`src/rtl/addsub_serial_if.sv`:
```
// Handshake and operand/result bundle for the bit-serial adder/subtractor.
interface addsub_serial_if #(
  parameter int W = 4
);
  logic                start;
  logic                sub;
  logic signed [W-1:0] a;
  logic signed [W-1:0] b;
  logic                busy;
  logic                done;
  logic signed [W:0]   sum;
  logic                cout;
  logic                ovf;

  modport master (
    output start, sub, a, b,
    input  busy, done, sum, cout, ovf
  );

  modport slave (
    input  start, sub, a, b,
    output busy, done, sum, cout, ovf
  );
endinterface

```
`src/rtl/addsub_serial.sv`:
```
// Bit-serial two's-complement adder/subtractor: one bit per clock, LSB first,
// plus one sign-extension step yielding an exact (W+1)-bit result.
module addsub_serial #(
  parameter int W = 4
) (
  input  logic           clk,
  input  logic           rst_n,
  addsub_serial_if.slave bus
);

  localparam int CW = $clog2(W + 1);
  localparam logic [CW-1:0] MSB_STEP = CW'(W - 1);
  localparam logic [CW-1:0] EXT_STEP = CW'(W);

  typedef enum logic [1:0] {IDLE, RUN, DONE} state_t;

  state_t              state_q, state_d;
  logic [CW-1:0]       cnt_q, cnt_d;
  logic signed [W-1:0] a_sr_q, a_sr_d;
  logic signed [W-1:0] b_sr_q, b_sr_d;
  logic [W:0]          res_q, res_d;
  logic                c_q, c_d;
  logic                cin_msb_q, cin_msb_d;
  logic                cout_msb_q, cout_msb_d;
  logic                busy_q, busy_d;
  logic                done_q, done_d;
  logic signed [W:0]   sum_q, sum_d;
  logic                cout_q, cout_d;
  logic                ovf_q, ovf_d;

  logic rbit, cnext;

  function automatic logic maj(input logic x, input logic y, input logic z);
    return (x & y) | (x & z) | (y & z);
  endfunction

  assign rbit  = a_sr_q[0] ^ b_sr_q[0] ^ c_q;
  assign cnext = maj(a_sr_q[0], b_sr_q[0], c_q);

  always_comb begin
    state_d    = state_q;
    cnt_d      = cnt_q;
    a_sr_d     = a_sr_q;
    b_sr_d     = b_sr_q;
    res_d      = res_q;
    c_d        = c_q;
    cin_msb_d  = cin_msb_q;
    cout_msb_d = cout_msb_q;
    busy_d     = busy_q;
    done_d     = done_q;
    sum_d      = sum_q;
    cout_d     = cout_q;
    ovf_d      = ovf_q;

    case (state_q)
      RUN: begin
        res_d = {rbit, res_q[W:1]};
        if (cnt_q == EXT_STEP) begin
          // Carry out of the MSB feeds the extra bit so the W+1 result is exact
          state_d = DONE;
          busy_d  = 1'b0;
          done_d  = 1'b1;
          sum_d   = $signed({rbit, res_q[W:1]});
          cout_d  = cout_msb_q;
          ovf_d   = cin_msb_q ^ cout_msb_q;
        end else begin
          // Arithmetic shift keeps the MSBs in bit 0 for the extension step
          a_sr_d = a_sr_q >>> 1;
          b_sr_d = b_sr_q >>> 1;
          c_d    = cnext;
          cnt_d  = cnt_q + 1'b1;
          if (cnt_q == MSB_STEP) begin
            cin_msb_d  = c_q;
            cout_msb_d = cnext;
          end
        end
      end
      default: begin
        done_d = 1'b0;
        busy_d = 1'b0;
        if (state_q == DONE) state_d = IDLE;
        if (bus.start) begin
          state_d = RUN;
          busy_d  = 1'b1;
          a_sr_d  = bus.a;
          b_sr_d  = bus.b ^ {W{bus.sub}};
          c_d     = bus.sub;
          cnt_d   = '0;
          res_d   = '0;
        end
      end
    endcase
  end

  always_ff @(posedge clk or negedge rst_n) begin
    if (!rst_n) begin
      state_q    <= IDLE;
      cnt_q      <= '0;
      a_sr_q     <= '0;
      b_sr_q     <= '0;
      res_q      <= '0;
      c_q        <= 1'b0;
      cin_msb_q  <= 1'b0;
      cout_msb_q <= 1'b0;
      busy_q     <= 1'b0;
      done_q     <= 1'b0;
      sum_q      <= '0;
      cout_q     <= 1'b0;
      ovf_q      <= 1'b0;
    end else begin
      state_q    <= state_d;
      cnt_q      <= cnt_d;
      a_sr_q     <= a_sr_d;
      b_sr_q     <= b_sr_d;
      res_q      <= res_d;
      c_q        <= c_d;
      cin_msb_q  <= cin_msb_d;
      cout_msb_q <= cout_msb_d;
      busy_q     <= busy_d;
      done_q     <= done_d;
      sum_q      <= sum_d;
      cout_q     <= cout_d;
      ovf_q      <= ovf_d;
    end
  end

  assign bus.busy = busy_q;
  assign bus.done = done_q;
  assign bus.sum  = sum_q;
  assign bus.cout = cout_q;
  assign bus.ovf  = ovf_q;

endmodule

```
`src/flat_wrapper.sv`:
```
// flat-port wrapper written by rule: the top's interface ports become plain ports
module addsub_serial_flat 
#(
  parameter int W = 4
)
  (clk, rst_n, bus_start, bus_sub, bus_a, bus_b, bus_busy, bus_done, bus_sum, bus_cout, bus_ovf);
  addsub_serial_if #(.W(W)) bus_i ();
  input  logic clk;
  input  logic rst_n;
  input wire logic [$bits(bus_i.start)-1:0] bus_start;
  input wire logic [$bits(bus_i.sub)-1:0] bus_sub;
  input wire logic [$bits(bus_i.a)-1:0] bus_a;
  input wire logic [$bits(bus_i.b)-1:0] bus_b;
  output wire logic [$bits(bus_i.busy)-1:0] bus_busy;
  output wire logic [$bits(bus_i.done)-1:0] bus_done;
  output wire logic [$bits(bus_i.sum)-1:0] bus_sum;
  output wire logic [$bits(bus_i.cout)-1:0] bus_cout;
  output wire logic [$bits(bus_i.ovf)-1:0] bus_ovf;
  assign bus_i.start = bus_start;
  assign bus_i.sub = bus_sub;
  assign bus_i.a = bus_a;
  assign bus_i.b = bus_b;
  assign bus_busy = bus_i.busy;
  assign bus_done = bus_i.done;
  assign bus_sum = bus_i.sum;
  assign bus_cout = bus_i.cout;
  assign bus_ovf = bus_i.ovf;
  addsub_serial #(.W(W)) u_core (.clk(clk), .rst_n(rst_n), .bus(bus_i));
endmodule
```
`config.mk`:
```
export PLATFORM = sky130hd
export DESIGN_NAME = addsub_serial_flat
export DESIGN_NICKNAME = d
export VERILOG_FILES = /design/src/rtl/addsub_serial_if.sv /design/src/rtl/addsub_serial.sv /design/src/flat_wrapper.sv
export SDC_FILE = /design/constraint.sdc
export NUM_CORES = 1
export LEC_CHECK = 0
export ABC_AREA = 1
export CELL_PAD_IN_SITES_DETAIL_PLACEMENT = 2
export CELL_PAD_IN_SITES_GLOBAL_PLACEMENT = 2
export CORE_MARGIN = 1
export CORE_UTILIZATION = 29
export DETAILED_ROUTE_END_ITERATION = 7
export PLACE_DENSITY_LB_ADDON = 0.1
export SETUP_SLACK_MARGIN = 0.4
export SYNTH_ARGS = -nofsm -noshare
export SYNTH_HDL_FRONTEND = slang
export SYNTH_SLANG_ARGS = --single-unit
```
`constraint.sdc`:
```
create_clock -name clk -period 1.3 [get_ports clk]
set_input_delay 0.26 -clock clk [delete_from_list [all_inputs] [get_ports clk]]
set_output_delay 0.26 -clock clk [all_outputs]
set_load 0.005 [all_outputs]
```
==> impl_metrics.ini <==
[synth]
synth_common_cells = nand2_1 (58), dfrtp_1 (29), inv_1 (23)
syn-instance-count = 155
netlist_area_um2 = 1390
synth.most_common_cell = nand2_1
synth.top_cell.area_share = 0.522
synth-warning-count = 0
share_of_async_settable_or_async_resettable_flops_after_synthesis = 1.00
avgSynthCellArea_um2 = 8.97
synth-edff-count = 0
synth.yosys.seq_area_share = 0.522
dominantRegCellSynth = dfrtp_1
synth_cell_types = 21
yosys.area.top_type = dfrtp_1
ys_seq_elements = 29
syn-num-nets = 171
synthTopCellsByArea = dfrtp_1 (52%), nand2_1 (16%), o21ai_2 (6.9%)

[setup_path]
regToRegStartpoint = u_core.state_q[1]
critical_path_required_ps = 1490
setup.reg_to_reg.worst_slack_ps = 20
kind_of_end_point_of_the_critical_path = flip-flop
cp_data_arrival_time_ps = 1470
critPathKind = flip-flop to flip-flop
crit_fanout = 6
r2r_end = u_core.cout_msb_q
setup.worst_path.start_class = flip-flop
worst_r2r_path_depth = 6

[power_and_ir_drop]
power.share.clock = 0.112
worst_ir_drop_vdd_mv = 0.996
internal-power_uw = 3970
power.static_leakage_uw = 0.00111
proportion_of_power_drawn_by_flip_flops_and_latches = 0.235
comb_power_share = 0.653
p_per_area_nw_per_um2 = 3130
p_sw_uw = 2950
fin_total_pwr_uw = 6910
power_switching_share = 0.426

[timing]
setup_violations = 0
max_slew_margin = 0.814
finalHoldViolCount = 0
max_clock_freq_mhz = 784
grt_setup_unrepaired = yes
final.period_utilization = 0.981
worst_clock_skew_ps = 7.66
finalSetupTns_ps = 0
report.final.slew_viol_count = 0
tightest_slew_ps = 279
fin_crit_ps = 1280

[drt]
route.vias.total = 1242
avgRoutedWirePerCell_um = 16.3
drt_pass1_iterations = 6
post-route-drc-count = 1
ant_nets = 0
finalWirelength_um = 4330
routed_via_density = 4.69
drt-initial-drc-count = 44

[job]
drv_cap = 0

[floorplan]
rows = 24
die_area_um2 = 5070
chipWidth_um = 71.2
initial_utilization = 0.311
ios = 21
placeableCoreArea_um2 = 4470
die_height_um = 71.2

[status]
violated_checks = design-rule violations
outcome = finished, violations left

[placement]
placer_congestion_estimate = 0.716
dpl.hpwl_um = 2490
placedInstanceArea_um2 = 1760
placed_cells = 233
numPortBuffers = 20

[min_path]
min_path_type = input pin to asynchronous set/reset pin

[finish]
instances_no_fill = 265
stdcell_area_um2 = 2210
antenna-diode-count = 0
layout-drive-gt1-share = 0.493
fill_cells = 465
finalCoreUtilization = 0.494
final_nets = 229
flow.area_growth_from_synthesis_pct = 59.0

[global_routing]
grt_max_degree = 30
via_count_of_the_first_global_routing_pass = 1380
initial_antenna_violation_count = 0
grt.overflow.total = 0
grt_first_pass_wirelength_um = 6890
grtUsageTotal = 0.181

[clock_network]
cts.htree.levels = 2
cts_sinks = 29
root_buffer_master = clkbuf_8
clock_latency_of_the_later_clocked_register_in_the_worst_skew_pair_ps = 290
cts.path.max_buffers = 2
clk_transition_reported_paths_ps = 70
clock_tree_from_tritoncts = yes
cts_made_buffers = 5
[kinds of logic after synthesis]
family | share of synthesized area
AOI/OAI and AO/OA | 0.113
and+or+nand+nor | 0.223
buffers and inverters | 0.0882
adders and majority gates | 0.0414
xor gates and xnor gates | 0.0126
DFF | 0.522
[area by class of cell]
type	instances	area (um^2)	share of cell area
sequential	29	727	0.329
multi-input combinational	99	724	0.328
timing repair buffer	54	499	0.226
inverter	24	108	0.0487
clock buffer	7	86.3	0.0391
tap	52	65.1	0.0294
[how the worst max path moves through the flow]
stage	start	to	slack, ps	cells past startpoint
finish	u_core.state_q[1]	u_core.cout_msb_q	20	6
global route	u_core.state_q[1]	u_core.cout_msb_q	-80	6
CTS	u_core.cnt_q[0]	u_core.a_sr_q[0]	50	8
detailed placement	bus_start	u_core.b_sr_q[1]	-100	6
global placement	bus_start	u_core.b_sr_q[1]	-80	6
floorplan	u_core.a_sr_q[0]	u_core.res_q[4]	140	3
[cell usage in the layout (no fill, tap or decap)]
master	n
clkbuf_1	1
buf_12	3
o21ai_1	1
nand3_2	4
inv_8	1
a21oi_2	1
buf_6	9
o21a_1	1
nand3_1	3
inv_2	5
xor2_1	1
ha_2	2
nor2_4	1
nand2_8	4
buf_4	21
nand2_1	42
o21ai_2	11
inv_4	2
clkdlybuf4s50_1	11
xnor2_1	1
nand2_2	12
fa_2	1
o31ai_1	1
buf_2	8
clkbuf_8	6
o22ai_4	1
o21ai_0	2
nor2_2	2
dfrtp_1	28
dfrtp_2	1
nand2_4	3
nand3_4	1
ha_4	1
o22ai_1	1
clkbuf_16	1
inv_1	15
clkbuf_2	1
o22ai_2	2
inv_6	1
[power by group through the flow]
| stage | registers, uW | logic (uW) | clock network, uW |
|---|---|---|---|
| final | 1630 | 4520 | 772 |
| after global routing | 1670 | 4980 | 831 |
| after CTS | 1600 | 3590 | 787 |
| after detailed placement | 1620 | 2840 | 0 |
| after global placement | 1580 | 2710 | 0 |
| after floorplan | 1570 | 1920 | 0 |
[routing by layer]
layer  vias to the layer above  wire length, um  GRT usage
met2                        22             2370      0.337
met4                         0               60     0.0667
met3                         6              148     0.0422
met5                         -                0          0
li1                        596                -          -
met1                       618             1740      0.200
[worst max-delay path: stages (launching register included)]
cell,delay [ps]
dfrtp_1,430
inv_4,120
nand2_8,110
buf_12,160
nor2_2,160
nand2_1,90
o21ai_0,100
[metrics by stage]
stage	worst slack, ps	hold slack [ps]
2_1_floorplan	143	-35.6
3_3_place_gp	-84.2	458
3_5_place_dp	-101	462
4_1_cts	54.7	350
5_1_grt	-75.6	353
6_report	24.9	340
[sequential cells by signal, summed over array words and instances, names as in the netlist]
name / cells
u_core.cnt_q: 3
u_core.b_sr_q: 4
u_core.res_q: 4
u_core.bus.ovf: 1
u_core.c_q: 1
u_core.bus.busy: 1
u_core.bus.done: 1
u_core.bus.cout: 1
u_core.cin_msb_q: 1
u_core.cout_msb_q: 1
u_core.a_sr_q: 4
u_core.state_q: 2
u_core.bus.sum: 5
[repair_timing]
action	CTS	global route
gates cloned	0	1
resized for setup	50	35
hold endpoints to repair	0	0
pin swaps	8	13
hold buffers	0	0
setup buffers	17	7
setup endpoints to repair	38	38
No activity file was read; power rests on OpenSTA's default activity.
